`src/rtl/star_box_drawer.sv`:
```
// star_box_drawer: walks a latched box in raster order plotting its outline, or every pixel when STAR_BOX_FILL_EN is defined
module star_box_drawer #(
  parameter int XSZ = 3,
  parameter int YSZ = 3,
  parameter int COL_SZ = 3,
  parameter logic [COL_SZ-1:0] BOX_COLOUR = 3'b100
) (
  input  logic              clk,
  input  logic              resetn,
  input  logic              goDraw,
  input  logic [XSZ-1:0]    left,
  input  logic [XSZ-1:0]    right,
  input  logic [YSZ-1:0]    top,
  input  logic [YSZ-1:0]    bottom,
  output logic [XSZ-1:0]    xOut,
  output logic [YSZ-1:0]    yOut,
  output logic [COL_SZ-1:0] colour,
  output logic              plotEn,
  output logic              doneDraw,
  output logic              busy
);
  typedef enum logic [1:0] {IDLE, SCAN, DONE, WAIT_RELEASE} state_t;
  state_t state_q, state_d;
  logic [XSZ-1:0] x_q, x_d, l_q, l_d, r_q, r_d;
  logic [YSZ-1:0] y_q, y_d, t_q, t_d, b_q, b_d;
  logic [COL_SZ-1:0] colour_q, colour_d;
  logic plot_q, plot_d, done_q, done_d, busy_q, busy_d, on_box;
  always_comb begin
    state_d = state_q;
    x_d = x_q;
    y_d = y_q;
    l_d = l_q;
    r_d = r_q;
    t_d = t_q;
    b_d = b_q;
    case (state_q)
      IDLE: if (goDraw) begin
        l_d = left;
        r_d = right;
        t_d = top;
        b_d = bottom;
        x_d = left;
        y_d = top;
        state_d = (left > right || top > bottom) ? DONE : SCAN;
      end
      SCAN: if (!goDraw) state_d = IDLE;
        else if (x_q != r_q) x_d = x_q + XSZ'(1);
        else if (y_q != b_q) begin
          x_d = l_q;
          y_d = y_q + YSZ'(1);
        end
        else state_d = DONE;
      DONE: state_d = WAIT_RELEASE;
      default: state_d = goDraw ? WAIT_RELEASE : IDLE;
    endcase
`ifdef STAR_BOX_FILL_EN
    on_box = 1'b1;
`else
    on_box = x_d == l_d || x_d == r_d || y_d == t_d || y_d == b_d;
`endif
    plot_d = state_d == SCAN && on_box;
    colour_d = plot_d ? BOX_COLOUR : '0;
    done_d = state_d == DONE;
    busy_d = state_d == SCAN || state_d == DONE;
  end
  always_ff @(posedge clk) begin
    if (!resetn) begin
      state_q <= IDLE;
      x_q <= '0;
      y_q <= '0;
      l_q <= '0;
      r_q <= '0;
      t_q <= '0;
      b_q <= '0;
      colour_q <= '0;
      plot_q <= 1'b0;
      done_q <= 1'b0;
      busy_q <= 1'b0;
    end else begin
      state_q <= state_d;
      x_q <= x_d;
      y_q <= y_d;
      l_q <= l_d;
      r_q <= r_d;
      t_q <= t_d;
      b_q <= b_d;
      colour_q <= colour_d;
      plot_q <= plot_d;
      done_q <= done_d;
      busy_q <= busy_d;
    end
  end
  assign xOut = x_q;
  assign yOut = y_q;
  assign colour = colour_q;
  assign plotEn = plot_q;
  assign doneDraw = done_q;
  assign busy = busy_q;
endmodule
```
`config.mk`:
```
export PLATFORM = sky130hd
export DESIGN_NAME = star_box_drawer
export DESIGN_NICKNAME = d
export VERILOG_FILES = /design/src/rtl/star_box_drawer.sv
export SDC_FILE = /design/constraint.sdc
export NUM_CORES = 1
export LEC_CHECK = 0
export ABC_AREA = 1
export BUFFER_PORTS_ARGS = -buffer_cell sky130_fd_sc_hd__buf_2
export CORE_AREA = 8 8 72 74
export CTS_CLUSTER_DIAMETER = 120
export DETAILED_ROUTE_END_ITERATION = 8
export DIE_AREA = 0 0 80 82
export GPL_ROUTABILITY_DRIVEN = 0
export PLACE_DENSITY = 0.69
export SLEW_MARGIN = 0
export SYNTH_ARGS = -nofsm -noshare
export SYNTH_HDL_FRONTEND = slang
export SYNTH_SLANG_ARGS = --single-unit
```
`constraint.sdc`:
```
create_clock -name clk -period 1.6 [get_ports clk]
set_input_delay 0.24 -clock clk [delete_from_list [all_inputs] [get_ports clk]]
set_output_delay 0.24 -clock clk [all_outputs]
set_load 0.02 [all_outputs]
```
After elaboration in Yosys (flattened, before gate mapping)

Index checks and enable logic that the tools add are counted.

Order comparisons: 2
Reduce and logical (&&, ||, !) cells: 7
Equality and inequality tests: 10
Add/subtract/negate cells: 2
Multiplexer cells: 26

Operators by type and width:

| cell                | number |
|---|---|
| $mux 3              | 17 |
| $eq 3x3->1          | 4 |
| $mux 2              | 6 |
| $pmux 3 s2          | 2 |
| $add 3x1->3 const B | 2 |
| $gt 3x3->1          | 2 |
| $ne 3x3->1          | 2 |
| $pmux 2 s3          | 1 |
| $logic_or 1x1->1    | 5 |
| $eq 2x1->1 const B  | 2 |
| $eq 2x2->1 const B  | 2 |
| $logic_not 2->1     | 1 |
| $logic_and 1x1->1   | 1 |

Flip-flop bits (word level): 26
Logic and storage cells: 58

Logic depth before layout (Yosys ltp)

Gate-level depths: netlist of run 1.

Depth after elaboration: 11
Gate-level depth with buffers: 17
Mapped depth without buffers: 17

Worst setup path after synthesis of run 1

No wires, ideal clock.

Path type: reg-to-reg
Start: reg y_q[1] (netlist: yOut[1])
End: reg busy_q (netlist: busy)
Cell stages (with the launch flop): 8
Arrival time: 1.686 ns
Setup time: 0.067 ns
Data required time: 1.533 ns
Clock period less this slack: 1.753 ns
Setup slack: -0.153 ns
Cells stage by stage: dfxtp_1 > xnor2_2 > nand3_4 > o311ai_0 > o21ai_0 > inv_1 > ha_1 > nor2_1

Word-level cells in the longest chain between the ends: 7
Elaborated cells between the ends (all ways): 8

Ends and longest elaborated chain:

| what                                     | line | RTL |
|---|---|---|
| start: declaration                       | 25   | `logic [YSZ-1:0] y_q, y_d, t_q, t_d, b_q, b_d;` |
| start signal: assignment                 | 82   | `y_q <= y_d;` |
| $ne 3x3->1 *                             | 48   | `else if (y_q != b_q) begin` |
| $mux 2 *                                 | 48   |  |
| $mux 2 *                                 | 47   | `else if (x_q != r_q) x_d = x_q + XSZ'(1);` |
| $mux 2 *                                 | 46   | `SCAN: if (!goDraw) state_d = IDLE;` |
| $pmux 2 s3 *                             | 36   | `case (state_q)` |
| via state_d[1]                           | 23   | `state_t state_q, state_d;` |
| $eq 2x1->1 or $eq 2x2->1 (tied branches) | 64   | `busy_d = state_d == SCAN \|\| state_d == DONE;` |
| $logic_or 1x1->1 *                       | 64   |  |
| end signal: assignment                   | 90   | `busy_q <= busy_d;` |
| end: declaration                         | 27   | `logic plot_q, plot_d, done_q, done_d, busy_q, busy_d, on_box;` |

Mark *: on every way through the listed nets, which the timed path passes. The rest lies on a longest branch.
A chain may end at the register's enable or synchronous reset.

Final worst setup path of run 1

Start: reg r_q[1]
End: reg colour_q[2] (netlist: colour[2])

Word-level cells in the longest chain between the ends: 10
Elaborated cells between the ends (all ways): 22

Ends and longest elaborated chain:

| what                           | line | RTL |
|---|---|---|
| start: declaration             | 24   | `logic [XSZ-1:0] x_q, x_d, l_q, l_d, r_q, r_d;` |
| start signal: assignment       | 84   | `r_q <= r_d;` |
| $ne 3x3->1                     | 47   |  |
| $mux 3                         | 47   |  |
| $mux 3                         | 46   |  |
| $pmux 3 s2                     | 36   |  |
| $eq 3x3->1                     | 59   | `on_box = x_d == l_d \|\| x_d == r_d \|\| y_d == t_d \|\| y_d == b_d;` |
| $logic_or 1x1->1 (3 in series) | 59   |  |
| $logic_and 1x1->1 *            | 61   | `plot_d = state_d == SCAN && on_box;` |
| $mux 3 *                       | 62   | `colour_d = plot_d ? BOX_COLOUR : '0;` |
| end signal: assignment         | 87   | `colour_q <= colour_d;` |
| end: declaration               | 26   | `logic [COL_SZ-1:0] colour_q, colour_d;` |

Mark *: on every way between the ends. The rest lies on a longest branch, timed or not.

==> out/results.txt, run 1 <==
The proportion of synthesized area in mux cells is 0. The register area is 480 um2, and the clock-pin transition on the worst setup and hold timing paths is 0.09 ns. I/O pin count: 27.

The portion of the clock cycle consumed by the worst path in the final layout was 1.13; the xor/xnor cell area share of the yosys netlist was 0.0386. Count of pins over their slew limit: 0. The tools report the end point of the most critical hold path as doneDraw. For the wire length of the first global-routing pass, the log shows 8.42 mm. The tools report the source of the worst register-to-register timing path as r_q[1]. The tools report the DRC violation count after routing as 0. The final route contains 1965 vias.

The worst hold path was traced through 3 stages. The chip width is 80 um. The fraction of final layout cells sized beyond drive strength 1 is 0.414. Share of the synthesized area in compound gates (AO/OA/AOI/OAI): 0.105.

The first routing iteration left 81 violations. The run gives 1 as the number of H-tree branching levels. Primary flip-flop cell chosen by synthesis mapping: sky130_fd_sc_hd__dfxtp_1. The mapped cell area came out at 1750 um2. The proportion of synthesized flip-flops having asynchronous set or reset works out to 0. The Yosys warning count was 0; the final sum of negative setup slack was -0.445 ns. By startpoint and endpoint, the worst setup path is classified as register to register.

Count of endpoints failing setup in the final report: 4. The floorplan step set the die height to 82 um. The number of core rows was 24; the aggregate global routing overflow was 0. Setup repair after global routing could not meet its margin everywhere. The later-pin clock latency in the skew report came out at 0.27 ns. The count of cells in the finished layout, fillers not included, comes to 397. Clock tree synthesis found a total of 23 sinks.

The endpoint kind of the worst setup timing path was a register. The net count of the finished layout is 371. Arithmetic-cell share of the synthesized area counting full adders, half adders and majority gates: 0.0715. The library cell with the largest summed area after synthesis is sky130_fd_sc_hd__dfxtp_1. Once detailed placement completed, the half-perimeter wirelength came to 3.81 mm.

In this run the remaining antenna-violating nets after routing total 0. In this run, CTS created clock tree buffers numbering 3. For the initial cell density of the core, the log shows 0.422. TritonCTS built the clock tree.

The tools report the destination of the worst register-to-register timing path as colour[2]. For the top achievable clock speed, the log shows 551 MHz. The most critical setup path has its startpoint at r_q[1]. After synthesis, the largest family of logic cells by area is simple AND/OR/NAND/NOR gates. The count of max-cap constraint violations was 0. In this run the most critical hold path is launched from resetn. For this design, the CTS-stage hold fixing added 0 buffers.

For the total track usage, the log shows 0.162. At the worst endpoint, the arrival time is 1.99 ns. The simple-gate share of the synthesized area was 0.405; the minimum setup slack among reg-to-reg paths was -0.21 ns. Summing all multi-input logic gate instances after layout gives 1240 um2. For the worst flop-to-flop path, the logic depth is 14. Yosys mapped a number of flops with a built-in enable equal to 0.

Counting flops and latches in the post-synthesis netlist gives 23. The logs give 0.00401 ns for the worst clock skew and 266 for the number of standard cells after synthesis. The top-area cell type share of the netlist area came out at 0.263. Once placement completed, the tool counted placed cells totaling 385.

The run gives 0 as the number of endpoints with negative hold slack in the final report. The tools report the clock root buffer as sky130_fd_sc_hd__clkbuf_8. For the maximum buffer depth of the clock tree, the log shows 2. By area the synthesized netlist is led by sky130_fd_sc_hd__dfxtp_1 (26%), sky130_fd_sc_hd__nand2_1 (15%), sky130_fd_sc_hd__ha_1 (7.2%), sky130_fd_sc_hd__inv_1 (6.4%), sky130_fd_sc_hd__nor2_1 (6.0%). The routed design has 5.14 mm of wire. The share of the yosys chip area belonging to registers was 0.263; the iteration count of the initial detailed-routing pass was 4. VDD sags by at most 643 uV. The routed wire length per instance is 12.9 um, and the highest net fanout along the worst path is 8.

In this run the power density over the cells is 1190 nW/um2. The final reports fail on setup timing. In this run the static leakage power is 1.34 nW. The run finished, with violations left.

The area added between synthesis and finish is 46.8%. The initial antenna violation count was 0. The region available for standard cell placement spans 4140 um2. The type of the tightest min-delay check was primary input to register.

Buffers placed on the I/O ports in this run total 24. Dividing the synthesized area by the synthesized cell count gives 6.58 um2. The total inserted antenna cells came out at 0. By count the netlist is led by sky130_fd_sc_hd__nand2_1 (70), sky130_fd_sc_hd__inv_1 (30), sky130_fd_sc_hd__nor2_1 (28), sky130_fd_sc_hd__dfxtp_1 (23), sky130_fd_sc_hd__nand3_1 (17). The number of different library cells used by synthesis comes to 34. The run gives 6560 um2 as the area enclosed by the die boundary. Entering global routing, the biggest net connects 22 pins.

The worst setup slack after layout is -0.214 ns, and the number of global-route vias before repair is 1942. Among all cell types in the netlist, the one instantiated most often is sky130_fd_sc_hd__nand2_1. The via density per instance came out at 4.95. The worst setup path is launched from a register. Fill cells in the final layout number 384.

For the worst setup path, the data required time is 1.77 ns. The minimum clock period after layout is 1.81 ns.
[logic make-up (layout without fill, tap and decap cells)]
group           count (synthesis)  after routing
other cells                     1              2
simple gates                  146            147
flops                          23             23
buf+inv                        47            124
fa+ha+maj                      10             10
compound gates                 33             33
xor+xnor                        6              6
[per-layer routing]
| layer | vias to the layer above | wire length (um) | GRT usage |
|---|---|---|---|
| met2 | 51 | 2620 | 0.296 |
| li1 | 1012 | - | - |
| met5 | - | 0 | 0 |
| met1 | 887 | 2090 | 0.175 |
| met4 | 0 | 166 | 0.0709 |
| met3 | 15 | 258 | 0.0350 |
[worst max path at each step]
stage	depth (start not counted)	slack [ns]	endpoint
after floorplan	11	-0.06	busy
after CTS	11	-0.15	colour[2]
after global placement	12	-0.28	busy
after detailed placement	12	-0.35	busy
after global routing	15	-0.38	colour[2]
final	14	-0.21	colour[2]
[critical path, cell delays in order, from the launching register on]
cell                      delay [ns]
sky130_fd_sc_hd__dfxtp_4        0.37
sky130_fd_sc_hd__xnor2_4        0.19
sky130_fd_sc_hd__nand2_2        0.12
sky130_fd_sc_hd__nor2_8         0.19
sky130_fd_sc_hd__nand3_2        0.12
sky130_fd_sc_hd__nand2_1        0.08
sky130_fd_sc_hd__nand2_1        0.05
sky130_fd_sc_hd__nand2_2        0.08
sky130_fd_sc_hd__nand2_2        0.08
sky130_fd_sc_hd__nand2_1        0.06
sky130_fd_sc_hd__nand2_1        0.06
sky130_fd_sc_hd__nand3_1        0.09
sky130_fd_sc_hd__nand2_2        0.07
sky130_fd_sc_hd__nor2_2         0.09
sky130_fd_sc_hd__a21oi_1        0.06
[cell usage in the layout (no fill, tap or decap), types with 2 or more instances in the layout]
cell type,count
sky130_fd_sc_hd__inv_1,30
sky130_fd_sc_hd__buf_2,24
sky130_fd_sc_hd__nor3_1,2
sky130_fd_sc_hd__nor2_1,25
sky130_fd_sc_hd__nand4_1,6
sky130_fd_sc_hd__buf_4,53
sky130_fd_sc_hd__nand2_2,15
sky130_fd_sc_hd__o22ai_1,4
sky130_fd_sc_hd__inv_2,9
sky130_fd_sc_hd__buf_12,3
sky130_fd_sc_hd__nand2_1,62
sky130_fd_sc_hd__dfxtp_2,7
sky130_fd_sc_hd__ha_4,2
sky130_fd_sc_hd__xor2_1,2
sky130_fd_sc_hd__nand2_4,3
sky130_fd_sc_hd__o21ai_1,10
sky130_fd_sc_hd__nand3_2,4
sky130_fd_sc_hd__nand3_4,3
sky130_fd_sc_hd__nor2_2,5
sky130_fd_sc_hd__dfxtp_1,13
sky130_fd_sc_hd__dfxtp_4,3
sky130_fd_sc_hd__nand3b_1,3
sky130_fd_sc_hd__nand3_1,15
sky130_fd_sc_hd__o21ai_0,5
sky130_fd_sc_hd__nor2_8,2
sky130_fd_sc_hd__conb_1,2
sky130_fd_sc_hd__a21oi_1,9
sky130_fd_sc_hd__xnor2_4,2
sky130_fd_sc_hd__clkbuf_8,3
sky130_fd_sc_hd__ha_1,8
[what timing repair did]
| action | CTS | global route |
|---|---|---|
| cloned | 1 | 0 |
| endpoints found under the setup margin | 3 | 6 |
| resized for setup | 17 | 19 |
| pin swaps | 4 | 19 |
| hold endpoints to repair | 0 | 0 |
| setup buffers | 1 | 6 |
[flip-flops by register name, indices dropped and copies added, names as in the netlist]
register	count
b_q	3
busy	1
colour	1
doneDraw	1
l_q	3
r_q	3
state_q	2
t_q	3
xOut	3
yOut	3
[per-stage QoR]
stage           util  setup WS (ns)  cell area, um2  power (W)  hold WS (ns)
4_1_cts        0.591         -0.151            2450    0.00288         0.179
3_3_place_gp   0.562         -0.280            2330    0.00235         0.455
2_1_floorplan      -        -0.0563            1790    0.00176         0.333
3_5_place_dp   0.562         -0.345            2330    0.00238         0.466
5_1_grt        0.620         -0.383            2570    0.00330         0.208
6_report       0.620         -0.214            2570    0.00306         0.174
[power breakdown]
group          switching (W)  internal, W
registers          0.0000795     0.000679
logic                0.00105     0.000871
clock network       0.000209     0.000179
total                0.00134      0.00173
[final cells by class]
class / instances / area share
clock buffer: 4 / 0.0175
inverter: 39 / 0.0570
multi-input combinational: 198 / 0.483
sequential: 23 / 0.187
tap: 52 / 0.0253
timing repair buffer: 81 / 0.230
Power figures use the tool's default switching activity.
==> run 2, diff against run 1 <==
Settings changed: CTS_BUF_LIST set to sky130_fd_sc_hd__clkbuf_16, SLEW_MARGIN 0 to unset.
==> out/results.txt, run 2 (synthesized netlist as in run 1, its figures left out) <==
The sequential share of power was 0.237; the depth of the worst register-to-register path was 14. After legalization and detailed placement, the total HPWL measured 3.81 mm. The portion of the clock cycle consumed by the worst path in the final layout was 1.13. The count of max-cap constraint violations was 0.

The library cell used most frequently in the layout, excluding fill and tap cells, is sky130_fd_sc_hd__nand2_1. The flow ran to the end, but the final reports show violations. The net switching component of the power came out at 0.00135 W. The initial antenna violation count was 0; the CTS sink count was 23. The number of buffers created by CTS is 3, and the area enclosed by the die boundary is 6560 um2. The type of the tightest min-delay check was primary input to register.

The highest net fanout along the worst path came out at 8. Across all hold checks on the routed design, the worst slack comes to 0.185 ns. The initial cell density of the core is 0.422, and the total number of vias is 1966. In this run the clock root is driven by a sky130_fd_sc_hd__clkbuf_16. The area added between synthesis and finish was 47.8%.

For the later-pin clock latency in the skew report, the log shows 0.26 ns. Counting along the longest clock path gives a buffer depth of 2. The first-iteration detailed-routing DRC count is 81, and the iteration count of the initial detailed-routing pass is 5.

The tools report the static leakage as 1.34 nW. 0 antenna diodes ended up in the layout. Summed over all layers, the global routing overflow is 0. The number of endpoints with negative hold slack in the final report was 0; the fraction of final layout cells sized beyond drive strength 1 was 0.411. For this design the ratio of total power to cell area is 1240 nW/um2. During placement, the flow inserted port buffers numbering 24. Setup repair after global routing could not meet its margin everywhere. The clock share of power came out at 0.176. For this design the top-level I/O count stands at 27. In the layout the commonest cells are sky130_fd_sc_hd__nand2_1 (62), sky130_fd_sc_hd__buf_4 (51), sky130_fd_sc_hd__inv_1 (30). The fraction of power spent switching nets was 0.420; the worst setup slack after layout was -0.214 ns.

Number of cells on the worst hold path: 3. The run gives 1 as the number of H-tree branching levels. The critical path is of the register to register type.

Summed over all failing endpoints, the final setup total negative slack is -0.335 ns. The maximum resistive drop on vdd is 648 uV, and the core area is 4140 um2. The number of hold buffers added after cts is 0, and the vertical die dimension is 82 um.

The tools report the endpoint kind of the worst setup timing path as a register. For the count of endpoints failing setup in the final report, the log shows 4. Row generation in the floorplan step produced 24 rows. The tools report the fraction of power consumed by combinational cells as 0.587.

STA classifies the critical path startpoint as a register. The total length of routed wires is 5.16 mm, and the top achievable clock speed is 551 MHz. The number of global-route vias before repair was 1975; the worst clock skew was 0.00108 ns. TritonCTS built the clock tree. The post-layout net count is 369, and the via density per instance is 4.98. The post-layout utilization of the core was 0.624; the count of pins over their slew limit was 0. Dividing the detail-routed wire length by the instance count gives 13.1 um. Data on the critical path is required at its endpoint by 1.76 ns. The total track usage was 0.167; the minimum clock period after layout was 1.81 ns. The first global-routing pass estimated 8.63 mm of wire.

The detail route stage leaves a number of antenna-violating nets equal to 0. The run gives 0 as the DRC violation count after routing. After clock tree synthesis, the clock-pin slew on the worst setup and hold paths is 0.06 ns. The pin count of the biggest net entering global routing is 22, and the endpoint arrival time on the critical path is 1.97 ns. The overall power after layout was 0.00321 W.

The run gives 0.00186 W as the cell-internal power. The final reports fail on setup timing. The die is 80 um wide.
run 2: path summary, 6_finish.rpt:
path | startpoint | end | slack [ns]
worst max-delay path | r_q[1] | colour[2] | -0.21
worst min-delay path | resetn | doneDraw | 0.19
worst max register to register | r_q[1] | colour[2] | -0.21
worst min register to register | t_q[2] | t_q[2] | 0.49
run 2: critical path: stages (launching register included):
cell	delay, ns
sky130_fd_sc_hd__dfxtp_4	0.36
sky130_fd_sc_hd__xnor2_4	0.20
sky130_fd_sc_hd__nand2_2	0.12
sky130_fd_sc_hd__nor2_8	0.19
sky130_fd_sc_hd__nand3_2	0.12
sky130_fd_sc_hd__nand2_2	0.10
sky130_fd_sc_hd__nand3_4	0.09
sky130_fd_sc_hd__nand2_4	0.09
sky130_fd_sc_hd__nand2_1	0.06
sky130_fd_sc_hd__nand2_1	0.05
sky130_fd_sc_hd__inv_1	0.03
sky130_fd_sc_hd__nand3_1	0.08
sky130_fd_sc_hd__nand2_2	0.07
sky130_fd_sc_hd__nor2_2	0.09
sky130_fd_sc_hd__a21oi_1	0.06
run 2: metal layers:
layer | up-vias | track usage | share of wire
met1 | 898 | 0.177 | 0.41
met2 | 49 | 0.307 | 0.51
li1 | 1005 | - | -
met5 | - | 0 | 0
met4 | 0 | 0.0891 | 0.032
met3 | 14 | 0.0317 | 0.044
run 2: per-stage QoR:
step	cells	instance area [um2]	setup WS [ns]
floorplan	267	1790	-0.0563
global placement	385	2330	-0.280
detailed placement	385	2330	-0.345
CTS	391	2490	-0.152
global route	395	2580	-0.384
finish	395	2580	-0.214
run 2: cell type report:
type                    count  area (um2)
fillers                   374        1560
repair buffers             79         574
well taps                  52        65.1
clock inverters             1        3.75
flip-flops and latches     23         480
clock buffers               3        75.1
inverters                  39         146
multi-input cells         198        1240
run 2: what timing repair did:
item / in CTS / in global routing
resized for setup: 19 / 18
pin swaps: 5 / 15
cloned: 1 / 0
setup endpoints to repair: 3 / 6
buffers inserted: 1 / 4
hold endpoints to repair: 0 / 0
run 2: power groups by stage:
stage	logic (W)	clock network, W	registers, W
finish	0.00188	0.000564	0.000760
global route	0.00207	0.000600	0.000772
CTS	0.00173	0.000570	0.000762
detailed placement	0.00162	0	0.000757
global placement	0.00159	0	0.000757
floorplan	0.000953	0	0.000811
==> run 3, diff against run 2 <==
Settings changed: CORE_AREA 8 8 72 74 to 8 8 84 64, DIE_AREA 0 0 80 82 to 0 0 92 72.
==> out/results.txt, run 3 (synthesized netlist as in run 1, its figures left out) <==
The run finished, with violations left. The final reports fail on setup timing. The fraction of final layout cells sized beyond drive strength 1 came out at 0.413.

Number of core rows: 20. The wire-length estimate of the detail-placed layout is 3.94 mm. From bottom edge to top edge, the die measures 72 um. The clock share of power was 0.173. The routed layout has 1974 vias. The minimum setup slack after placement was -0.346 ns; the total track usage was 0.158. The layout has 378 filler cells.

The maximum resistive drop on vdd is 660 uV, and the chip width is 92 um. Count of pins over their slew limit: 0. 27 I/O pins were placed. For the aggregate global routing overflow, the log shows 0.

The initial cell density of the core is 0.426. For the initial antenna violation count, the log shows 0. Hold is met by 0.200 ns. Power spread over the standard cell area amounts to 1240 nW/um2. For this block, the initial DRC count from the detailed router was 145. Category of the worst setup path launch point: a register.

The analysis attributes to net switching a power of 0.00135 W. The global-route track usage on met2 came out at 0.262. The number of endpoints with negative hold slack in the final report is 0, and the area enclosed by the die boundary is 6620 um2. The clock arrives with 0.00477 ns of skew. For the sequential share of power, the log shows 0.240. The worst setup path is captured at a register. The clock-pin transition on the worst setup and hold timing paths is 0.06 ns. The portion of the clock cycle consumed by the worst path in the final layout came out at 1.15. TritonCTS built the clock tree. The type of the tightest min-delay check was primary input to register. The area added between synthesis and finish came out at 47.1%. The floorplan step defined a core boundary enclosing 4100 um2.

The run gives -0.247 ns as the worst setup slack after layout. The fraction of power consumed by combinational cells came out at 0.587. Cell internal power was estimated by the tool at 0.00183 W. The number of global-route vias before repair is 1830, and the number of buffers created by CTS is 3. Setup violations remaining at the end of the flow were counted as 4. The via density per instance works out to 4.92.

The root buffer cell chosen for the clock tree is sky130_fd_sc_hd__clkbuf_16. The tree built by TritonCTS fans out to 23 sinks. For this run, the post-layout net count is 372.

Dividing the detail-routed wire length by the instance count gives 13.5 um. The residual antenna-violating net count after detailed routing is 0, and the number of H-tree branching levels is 1. The maximum single-stage delay on the critical path came out at 0.36 ns. After global routing, the most crowded layer is met2.

Summed over all failing endpoints, the final setup total negative slack is -0.488 ns. The top achievable clock speed was 541 MHz. Among the stages of the critical path, the cell type that occurs most often is sky130_fd_sc_hd__nand2_1.

In this run the worst path has a maximum fanout of 5. The maximum buffer depth of the clock tree came out at 2. For the worst setup path, the data arrival time is 2.04 ns. The first global-routing pass estimated 8.56 mm of wire.

The run gives 1.79 ns as the critical path data required time. On the critical path, the stage with the largest delay is an instance of sky130_fd_sc_hd__dfxtp_4. The DRC violation count after routing was 0.

Setup repair after global routing could not meet its margin everywhere. The static leakage came out at 1.34 nW. The most common cell after layout, fill and taps aside is sky130_fd_sc_hd__nand2_1. The count of max-cap constraint violations was 0; the later-pin clock latency in the skew report was 0.26 ns.

The critical path goes through xnor2_4, nand3_4, nand3_1, nand2_1, o21ai_1, nand2_1, nand2_1, xor2_2, nand3_1, a21oi_1. The run gives 4 as the iteration count of the initial detailed-routing pass. The routing usage on met1 came out at 0.209. The pin count of the biggest net entering global routing is 13, and the number of buffer cells added on primary ports is 24.

The minimum clock period after layout came out at 1.85 ns. The repair_antennas step left the layout with diodes totalling 0. In the layout the commonest cells are sky130_fd_sc_hd__nand2_1 (64), sky130_fd_sc_hd__buf_4 (55), sky130_fd_sc_hd__inv_1 (29).

The fraction of power spent switching nets is 0.425, and the final design instance area without fill is 2570 um2. The critical path is of the register to register type. For the total length of routed wires, the log shows 5.40 mm. Met3 track demand over resource in global routing: 0.0361. The placed instances occupy a cell area of 2330 um2.
## run 3: changes by cell type in the layout (fill, tap and decap cells not counted), sizes merged
cell,change
buf,+3
## run 3: critical path: cells and delay by family, from the launching register on
kind / cells / cell delay, ns
AO/OA/AOI/OAI: 2 / 0.28
XOR/XNOR: 2 / 0.46
flip-flops: 1 / 0.36
AND/OR/NAND/NOR: 6 / 0.66
## run 3: stage by stage
stage	power, W	util	cells
finish	0.00318	0.627	401
global route	0.00341	0.627	401
CTS	0.00300	0.600	395
detailed placement	0.00237	0.567	389
global placement	0.00234	0.567	389
floorplan	0.00176	-	267
## run 3: power by group through the flow
stage                     Sequential [W]  Clock (W)  Combinational [W]
after floorplan                 0.000811          0           0.000953
after global placement          0.000756          0            0.00158
after detailed placement        0.000759          0            0.00161
after CTS                       0.000763   0.000557            0.00168
after global routing            0.000778   0.000584            0.00205
final                           0.000764   0.000552            0.00187
## run 3: routing by layer
metal,up-vias,routed length [um]
met5,-,0
met4,0,18
met3,4,364
met2,57,2500
met1,901,2510
li1,1012,-
## run 3: timing repair
action	in CTS	in global routing
endpoints found under the hold margin	0	0
pin swaps	3	11
resized for setup	10	22
hold buffers	0	0
buffers inserted	2	5
cloned	0	1
setup endpoints to repair	3	6
## run 3: worst paths after layout
kind	from	end	slack, ns	cells past startpoint
setup / recovery	b_q[1]	colour[2]	-0.25	10
hold / removal	resetn	doneDraw	0.20	3
setup reg to reg	b_q[1]	colour[2]	-0.25	10
hold reg to reg	t_q[2]	t_q[2]	0.53	2
## run 3: final cells by class
class	instances	area (um2)	area share
repair buffers	82	584	0.227
multi-input cells	198	1210	0.472
clock buffers	3	75.1	0.0292
inverters	39	146	0.0569
clock inverters	1	3.75	0.00146
flip-flops and latches	23	480	0.187
well taps	55	68.8	0.0268
